**config.mk**
```make
export PLATFORM = sky130hd
export DESIGN_NAME = axis_pkt_fifo
export DESIGN_NICKNAME = d
export VERILOG_FILES = /design/src/rtl/axis_fifo_pkg.sv /design/src/rtl/axis_fifo_ram.sv /design/src/rtl/axis_pkt_fifo.sv
export SDC_FILE = /design/constraint.sdc
export NUM_CORES = 1
export LEC_CHECK = 0
export CAP_MARGIN = 20
export CORE_ASPECT_RATIO = 1.4
export CORE_MARGIN = 2
export CORE_UTILIZATION = 50
export CTS_CLUSTER_SIZE = 16
export DETAILED_ROUTE_END_ITERATION = 16
export DONT_BUFFER_PORTS = 1
export PLACE_DENSITY = 0.68
export SLEW_MARGIN = 30
export SYNTH_ARGS = -nofsm -noshare
export SYNTH_HDL_FRONTEND = slang
export SYNTH_HIERARCHICAL = 1
export SYNTH_SLANG_ARGS = --single-unit
```
**constraint.sdc**
```tcl
create_clock -name clk -period 7.1 [get_ports clk]
set_input_delay 0.71 -clock clk [delete_from_list [all_inputs] [get_ports clk]]
set_output_delay 0.71 -clock clk [all_outputs]
set_load 0.01 [all_outputs]
```
**src/rtl/axis_fifo_pkg.sv**
```systemverilog
// axis_fifo_pkg
//   Shared defaults and entry layout for the AXI-Stream packet FIFO.
//   AXIS_FIFO_WIDTH    : default TDATA width in bits
//   AXIS_FIFO_DEPTH    : default number of storage entries (power of 2)
//   AXIS_FIFO_PKT_MODE : default mode, 0 = cut-through, 1 = store-and-forward
//   axis_entry_t       : one stored beat {tlast, tdata} at the default width;
//                        the FIFO packs non-default widths in the same order.
package axis_fifo_pkg;

    localparam int unsigned AXIS_FIFO_WIDTH    = 8;
    localparam int unsigned AXIS_FIFO_DEPTH    = 16;
    localparam int unsigned AXIS_FIFO_PKT_MODE = 0;

    typedef struct packed {
        logic                       tlast;
        logic [AXIS_FIFO_WIDTH-1:0] tdata;
    } axis_entry_t;

endpackage

```
**src/rtl/axis_fifo_ram.sv**
```systemverilog
// axis_fifo_ram
//   DEPTH x (WIDTH+1) storage, one synchronous write port and one
//   asynchronous read port. Contents are deliberately not reset.
//   clk     : write clock
//   we_i    : write enable
//   waddr_i : write address
//   wdata_i : write data {tlast, tdata}
//   raddr_i : read address
//   rdata_o : read data {tlast, tdata}, combinational from raddr_i
module axis_fifo_ram
    import axis_fifo_pkg::*;
#(
    parameter int unsigned WIDTH = AXIS_FIFO_WIDTH,
    parameter int unsigned DEPTH = AXIS_FIFO_DEPTH
) (
    input  logic                     clk,
    input  logic                     we_i,
    input  logic [$clog2(DEPTH)-1:0] waddr_i,
    input  logic [WIDTH:0]           wdata_i,
    input  logic [$clog2(DEPTH)-1:0] raddr_i,
    output logic [WIDTH:0]           rdata_o
);

    logic [WIDTH:0] mem_q [DEPTH];

    always_ff @(posedge clk) begin
        if (we_i) begin
            mem_q[waddr_i] <= wdata_i;
        end
    end

    assign rdata_o = mem_q[raddr_i];

endmodule

```
**src/rtl/axis_pkt_fifo.sv**
```systemverilog
// axis_pkt_fifo
//   AXI-Stream FIFO with optional store-and-forward packet mode.
//   clk, rst                 : clock, synchronous active-high reset
//   S_AXIS_TVALID/TREADY     : upstream handshake
//   S_AXIS_TDATA/TLAST       : upstream beat
//   M_AXIS_TVALID/TREADY     : downstream handshake
//   M_AXIS_TDATA/TLAST       : downstream beat (entry at read pointer)
//   level                    : entries currently stored
//   pkt_count                : complete packets (TLAST stored) held
//   oversize_err             : sticky, a packet did not fit in packet mode
module axis_pkt_fifo
    import axis_fifo_pkg::*;
#(
    parameter int unsigned WIDTH    = AXIS_FIFO_WIDTH,
    parameter int unsigned DEPTH    = AXIS_FIFO_DEPTH,
    parameter int unsigned PKT_MODE = AXIS_FIFO_PKT_MODE
) (
    input  logic                     clk,
    input  logic                     rst,
    input  logic                     S_AXIS_TVALID,
    output logic                     S_AXIS_TREADY,
    input  logic [WIDTH-1:0]         S_AXIS_TDATA,
    input  logic                     S_AXIS_TLAST,
    output logic                     M_AXIS_TVALID,
    input  logic                     M_AXIS_TREADY,
    output logic [WIDTH-1:0]         M_AXIS_TDATA,
    output logic                     M_AXIS_TLAST,
    output logic [$clog2(DEPTH):0]   level,
    output logic [$clog2(DEPTH):0]   pkt_count,
    output logic                     oversize_err
);

    localparam int unsigned AW       = $clog2(DEPTH);
    localparam logic [AW:0] FULL_LVL = (AW+1)'(DEPTH);

    logic [AW-1:0] wr_ptr_q, wr_ptr_d;
    logic [AW-1:0] rd_ptr_q, rd_ptr_d;
    logic [AW:0]   level_q, level_d;
    logic [AW:0]   pkt_q, pkt_d;
    logic          flush_q, flush_d;
    logic          ovf_q, ovf_d;

    logic          full;
    logic          wr_en;
    logic          rd_en;
    logic [WIDTH:0] rd_entry;

    axis_fifo_ram #(
        .WIDTH (WIDTH),
        .DEPTH (DEPTH)
    ) u_ram (
        .clk     (clk),
        .we_i    (wr_en),
        .waddr_i (wr_ptr_q),
        .wdata_i ({S_AXIS_TLAST, S_AXIS_TDATA}),
        .raddr_i (rd_ptr_q),
        .rdata_o (rd_entry)
    );

    // Ready depends only on stored level, so a read while full cannot
    // make room for a write in the same cycle.
    assign full          = (level_q == FULL_LVL);
    assign S_AXIS_TREADY = ~full;
    assign wr_en         = S_AXIS_TVALID & ~full;

    // In packet mode a beat is only offered once its packet is complete,
    // or once an oversize packet forced a cut-through flush.
    assign M_AXIS_TVALID = (level_q != '0) &&
                           ((PKT_MODE == 0) || (pkt_q != '0) || flush_q);
    assign rd_en         = M_AXIS_TVALID & M_AXIS_TREADY;

    assign M_AXIS_TDATA  = rd_entry[WIDTH-1:0];
    assign M_AXIS_TLAST  = rd_entry[WIDTH];
    assign level         = level_q;
    assign pkt_count     = pkt_q;
    assign oversize_err  = ovf_q;

    always_comb begin
        wr_ptr_d = wr_ptr_q;
        rd_ptr_d = rd_ptr_q;
        level_d  = level_q;
        pkt_d    = pkt_q;
        flush_d  = flush_q;
        ovf_d    = ovf_q;

        if (wr_en) wr_ptr_d = wr_ptr_q + 1'b1;
        if (rd_en) rd_ptr_d = rd_ptr_q + 1'b1;

        case ({wr_en, rd_en})
            2'b10:   level_d = level_q + 1'b1;
            2'b01:   level_d = level_q - 1'b1;
            default: level_d = level_q;
        endcase

        case ({wr_en & S_AXIS_TLAST, rd_en & M_AXIS_TLAST})
            2'b10:   pkt_d = pkt_q + 1'b1;
            2'b01:   pkt_d = pkt_q - 1'b1;
            default: pkt_d = pkt_q;
        endcase

        if (rd_en && M_AXIS_TLAST) flush_d = 1'b0;

        // Full with no complete packet can never make progress on its own:
        // release the stored beats cut-through until that packet ends.
        if ((PKT_MODE != 0) && full && (pkt_q == '0)) begin
            flush_d = 1'b1;
            ovf_d   = 1'b1;
        end
    end

    always_ff @(posedge clk) begin
        if (rst) begin
            wr_ptr_q <= '0;
            rd_ptr_q <= '0;
            level_q  <= '0;
            pkt_q    <= '0;
            flush_q  <= 1'b0;
            ovf_q    <= 1'b0;
        end else begin
            wr_ptr_q <= wr_ptr_d;
            rd_ptr_q <= rd_ptr_d;
            level_q  <= level_d;
            pkt_q    <= pkt_d;
            flush_q  <= flush_d;
            ovf_q    <= ovf_d;
        end
    end

endmodule

```
* Yosys cells after proc, flatten, opt, wreduce, memory -nomap -nowiden
Memories as Yosys holds them, arrays and structs flattened. A register that Yosys moved wholly into a read port is not among the register bits.
Index checks and enable logic that the tools add are counted.
** Operators by class
- Bitwise operators :: 5
- Eq/ne operators :: 5
- Order comparisons :: 0
- Mux-type cells :: 6
- Add/subtract/negate cells :: 6
- Shift-type cells :: 0
- Reductions and logical operators :: 3
- Multiply operators :: 0
- Div/mod/pow operators :: 0
** Operator list (count)
- 5-bit one-hot mux with 2 select lines :: 2
- 5-bit by 1-bit adder with 5-bit output, second input constant :: 2
- 5-bit by 1-bit subtractor with 5-bit output, second input constant :: 2
- 4-bit by 1-bit adder with 4-bit output, second input constant :: 2
- 4-bit two-way mux :: 2
- 5-bit == test, second input constant :: 1
- 5-bit nonzero test :: 1
- 1-bit AND :: 4
- 2-bit by 1-bit == test with 1-bit output, second input constant :: 2
- 2-bit == test, second input constant :: 2
- 2-bit nonzero test :: 2
- 1-bit two-way mux :: 2
- 1-bit inverter :: 1
** Storage, ports and cells
- Bits in registers :: 18
- Bits in read-only memories :: 0
- Input port bits :: 13
- Latch bits :: 0
- Memories :: 1
- Word-level logic and storage cells :: 30
- Bits in writable memories :: 144
- Output and inout port bits :: 22
** Memories
- u_ram.mem_q :: words 16, bits a word 9, rd ports 1, clocked after Yosys merged registers in 1, write ports 1, line axis_fifo_ram.sv:24 : logic [WIDTH:0] mem_q [DEPTH];

* Depth between registers and ports, before layout
- Depth in word-level cells :: 6
- Depth in mapped cells :: 13
- Mapped depth without buffers :: 11

* Cells and area by module
The synthesis kept the hierarchy.
** By module, submodules not included
- axis_fifo_ram :: seq. area each 4324.1 µm², area an instance 5600.4 µm², times used 1, cells each 245
- axis_pkt_fifo :: seq. area each 360.3 µm², area an instance 1096.1 µm², times used 1, cells each 127

* Least setup slack after synthesis
OpenSTA, ideal clock, no wires.
- Path type :: reg-to-reg
- Start :: register rd_ptr_q[0] (netlist name)
- End :: register pkt_q[4], in the netlist pkt_count[4]
- Clock period less this slack :: 3.186 ns
- Slack :: 3.914 ns
- Stages on the path, launching flop included :: 14
- Path buffers :: 2
- Data arrival time :: 3.066 ns
- Library setup time :: 0.121 ns
- Data required time :: 6.979 ns
- Cell sequence :: dfxtp_1 buf_6 buf_4 mux4_2 a22oi_1 nand2_1 and2_1 ha_1 xor2_1 ha_1 nor2b_1 a31oi_1 o32ai_1 mux2_2
** RTL lines
- end signal: assignment :: line axis_pkt_fifo.sv:123 : pkt_q <= pkt_d;
- end: declaration :: line axis_pkt_fifo.sv:39 : logic [AW:0] pkt_q, pkt_d;

==> metrics.txt <==
Peak VDD IR 176 uV; DRC 0; cell repeated most along the worst path sky130_fd_sc_hd__ha_1; post-detailed-route count of antenna-violating nets 0; Tcrit/Tclk final 0.466; worst endpoint required time 7.41 ns; DRC violation total after the first TritonRoute iteration 231; total of hold buffers inserted after clock tree synthesis 0; Fmax achieved 0.302 GHz; global placement routability congestion 0.784; sum of negative setup slack 0 ns; row count 50; TritonCTS clock tree built; sinks on the clock net 162; mean routed wirelength per cell 23.4 um; worst hold start rst; number of buffers inserted by port buffering 0; number of flops mapped to enable cells by yosys 144; Vias per Instance 5.87; Endpoint, Worst Hold pkt_count[2]$_SDFFE_PP0P_; layout cells sized above 1 0.191; Clock Tree Root sky130_fd_sc_hd__clkbuf_16; warning count from the yosys run 6; Pwr Density 340 nW/um^2; number of buffers added by the clock tree synthesis step 17; initial antenna violation count 0; destination of the worst register-to-register timing path pkt_count[4]$_SDFFE_PP0P_; share of Yosys cell area claimed by the top area cell type 0.646; CTS max path bufs 2; area of the die 14300 sq um; worst clock skew on the final layout 0.00964 ns; floorplan die height 141 um; number of cells on the worst reg-to-reg path 11; post-CTS clock slew at the launch and capture registers of the worst setup and hold paths 0.06 ns; pin count of the biggest net entering global routing 36; count of pins over their slew limit 0; all-layer global routing usage 0.202; net total in the final layout 402; arrival time of the worst setup path 3.62 ns; time the worst path needs with I/O delays and setup 3.31 ns; Hold Fails Final Rpt 0; register-to-register setup slack 3.79 ns; iteration count of the initial detailed-routing pass 4; Horiz. Die Dim 102 um; Max-slew headroom 0.331; Worst Hold Path Cells 1; class of the worst hold path in2reg; Netlist cell types 48; worst flop-to-flop path startpoint rd_ptr_q[2]$_SDFFE_PP0N_; GRT overflow 0; endpoint kind of the worst setup timing path flop; leading cell types by count after synthesis sky130_fd_sc_hd__edfxtp_1 (144), sky130_fd_sc_hd__nor2_1 (34), sky130_fd_sc_hd__mux4_2 (21), sky130_fd_sc_hd__a22oi_1 (19), sky130_fd_sc_hd__dfxtp_1 (18); CP Max Fanout 9; reported max-cap violation count 0; Main synth FF type sky130_fd_sc_hd__edfxtp_1; gate count after technology mapping 372; total setup violations reported at the end of the flow 0; Layout area overhead 11.7%; CP delay by family, top simple AND/OR/NAND/NOR gates; Area contributors post-synth sky130_fd_sc_hd__edfxtp_1 (65%), sky130_fd_sc_hd__mux4_2 (7.1%), sky130_fd_sc_hd__mux4_1 (5.9%); Buf/Inv on CP 0; Diodes inserted 0; number of register bits inferred by synthesis 162; routed via count 3369; area of the mapped netlist 6700 sq um; source-to-sink clock delay at the later pin of the worst-skew pair 0.41 ns; number of nets produced by synthesis 395; sequential element share of the synthesized area 0.700; Clock H-tree levels 4; Max stage delay on crit path 0.67 ns; post-synth top area cell sky130_fd_sc_hd__edfxtp_1; initial core utilization 0.507; transition at the pin with the smallest max-transition slack 1.00 ns; I/O pin count 35; share of flip-flops with an asynchronous set or reset 0; static leakage power 2.44 nW; Core ar. 13200 sq um; type of origin of the critical path flop; HPWL after DPL 8220 um; Cell Chain, Critical Path nor2_1, a22oi_1, nand2_1, and2_1, ha_1, xor2_1, ha_1, nor2b_1, a31oi_1, o32ai_1, mux2_2; class of the most critical setup path reg2reg; vias in the first global route 3478; Power, Total 0.00254 W; final wirelength 13400 um; # Post-CTS Setup Buffers 0; outcome complete, no violations; average footprint of a synthesized cell 18.0 sq um; cell at the slowest stage of the critical path sky130_fd_sc_hd__nor2_1; final-layout worst hold slack 0.355 ns; unrepaired setup endpoints after global routing false; CTS-repair resized insts 0; most frequent cell after synthesis sky130_fd_sc_hd__edfxtp_1; wire length of the first global-routing pass 20200 um
==> layout make-up <==
class / instances / area, sq um
Clock buffer: 22 / 464
Clock inverter: 10 / 159
Fill cell: 1006 / 5720
Inverter: 7 / 26.3
Multi-Input combinational cell: 185 / 1870
Sequential cell: 162 / 4690
Tap cell: 182 / 228
Timing Repair Buffer: 6 / 45.0
==> cells in the final DEF (no fill, tap or decap), types with 2 or more instances in the layout <==
cell type,synthesis,final
sky130_fd_sc_hd__clkinv_2,0,3
sky130_fd_sc_hd__nand3b_1,2,2
sky130_fd_sc_hd__nor2_1,34,24
sky130_fd_sc_hd__clkbuf_1,7,3
sky130_fd_sc_hd__nor2b_1,8,8
sky130_fd_sc_hd__nor2_2,0,10
sky130_fd_sc_hd__a22oi_1,19,19
sky130_fd_sc_hd__inv_1,7,7
sky130_fd_sc_hd__edfxtp_1,144,144
sky130_fd_sc_hd__and2_1,2,2
sky130_fd_sc_hd__xnor2_1,5,5
sky130_fd_sc_hd__o21ai_0,2,2
sky130_fd_sc_hd__a211oi_1,2,2
sky130_fd_sc_hd__mux2i_1,4,4
sky130_fd_sc_hd__clkbuf_16,0,17
sky130_fd_sc_hd__clkbuf_8,1,2
sky130_fd_sc_hd__a31oi_1,2,2
sky130_fd_sc_hd__buf_4,2,6
sky130_fd_sc_hd__mux4_2,21,21
sky130_fd_sc_hd__nand3_1,3,3
sky130_fd_sc_hd__nand2_1,13,13
sky130_fd_sc_hd__a21o_1,2,2
sky130_fd_sc_hd__a21oi_1,7,7
sky130_fd_sc_hd__mux4_1,15,15
sky130_fd_sc_hd__o211ai_1,2,2
sky130_fd_sc_hd__ha_1,9,9
sky130_fd_sc_hd__mux2_2,3,3
sky130_fd_sc_hd__xor2_1,5,5
sky130_fd_sc_hd__nor3_1,5,5
sky130_fd_sc_hd__bufinv_16,0,4
sky130_fd_sc_hd__or3_1,3,3
sky130_fd_sc_hd__dfxtp_1,18,17
sky130_fd_sc_hd__nand2b_1,3,3
sky130_fd_sc_hd__clkinvlp_4,0,2
==> worst max path at each step <==
stage | endpoint | depth (start not counted) | slack, ns | from
floorplan | pkt_count[4]$_SDFFE_PP0P_ | 13 | 3.91 | rd_ptr_q[0]$_SDFFE_PP0N_
global placement | pkt_count[4]$_SDFFE_PP0P_ | 11 | 3.91 | rd_ptr_q[3]$_SDFFE_PP0N_
detailed placement | pkt_count[4]$_SDFFE_PP0P_ | 11 | 3.85 | rd_ptr_q[3]$_SDFFE_PP0N_
CTS | pkt_count[4]$_SDFFE_PP0P_ | 11 | 3.82 | rd_ptr_q[3]$_SDFFE_PP0N_
global route | pkt_count[4]$_SDFFE_PP0P_ | 11 | 3.53 | rd_ptr_q[3]$_SDFFE_PP0N_
finish | pkt_count[4]$_SDFFE_PP0P_ | 11 | 3.79 | rd_ptr_q[2]$_SDFFE_PP0N_
==> state kept, by name (all words and copies together), names as in the netlist <==
name         cells
pkt_count        5
level            5
u_ram/mem_q    144
rd_ptr_q         4
wr_ptr_q         4
==> cells by family (layout without fill, tap and decap cells) <==
logic type / Yosys count / count (layout) / share of synthesized area
AND/OR/NAND/NOR: 82 / 82 / 0.0611
flip-flops: 162 / 162 / 0.700
buffers and inverters: 25 / 45 / 0.0243
multiplexers: 43 / 43 / 0.141
adder cells (fa/ha/maj): 10 / 10 / 0.0198
AO/OA/AOI/OAI: 39 / 39 / 0.0411
other: 1 / 1 / 0.000560
XOR/XNOR: 10 / 10 / 0.0131
==> metal layers <==
layer / GRT usage / vias to the layer above / wire length, um
li1: - / 1503 / -
met1: 0.251 / 1750 / 5220
met2: 0.333 / 108 / 7190
met3: 0.0570 / 8 / 875
met4: 0.0818 / 0 / 144
met5: 0 / - / 0
==> per-stage QoR <==
step	cells	setup slack [ns]	cell area, sq um	util
2_1_floorplan	372	3.91	6700	-
3_3_place_gp	542	3.91	6830	0.518
3_5_place_dp	542	3.85	6860	0.519
4_1_cts	574	3.82	7480	0.567
5_1_grt	574	3.53	7480	0.567
6_report	574	3.79	7480	0.567
==> power by group <==
group / internal [W] / switching (W) / leakage (nW)
Combinational: 0.000208 / 0.000241 / 0.692
Sequential: 0.00109 / 0.0000622 / 1.45
Clock: 0.000606 / 0.000340 / 0.300
Total: 0.00190 / 0.000644 / 2.44
(Power assumes the default switching activity.)
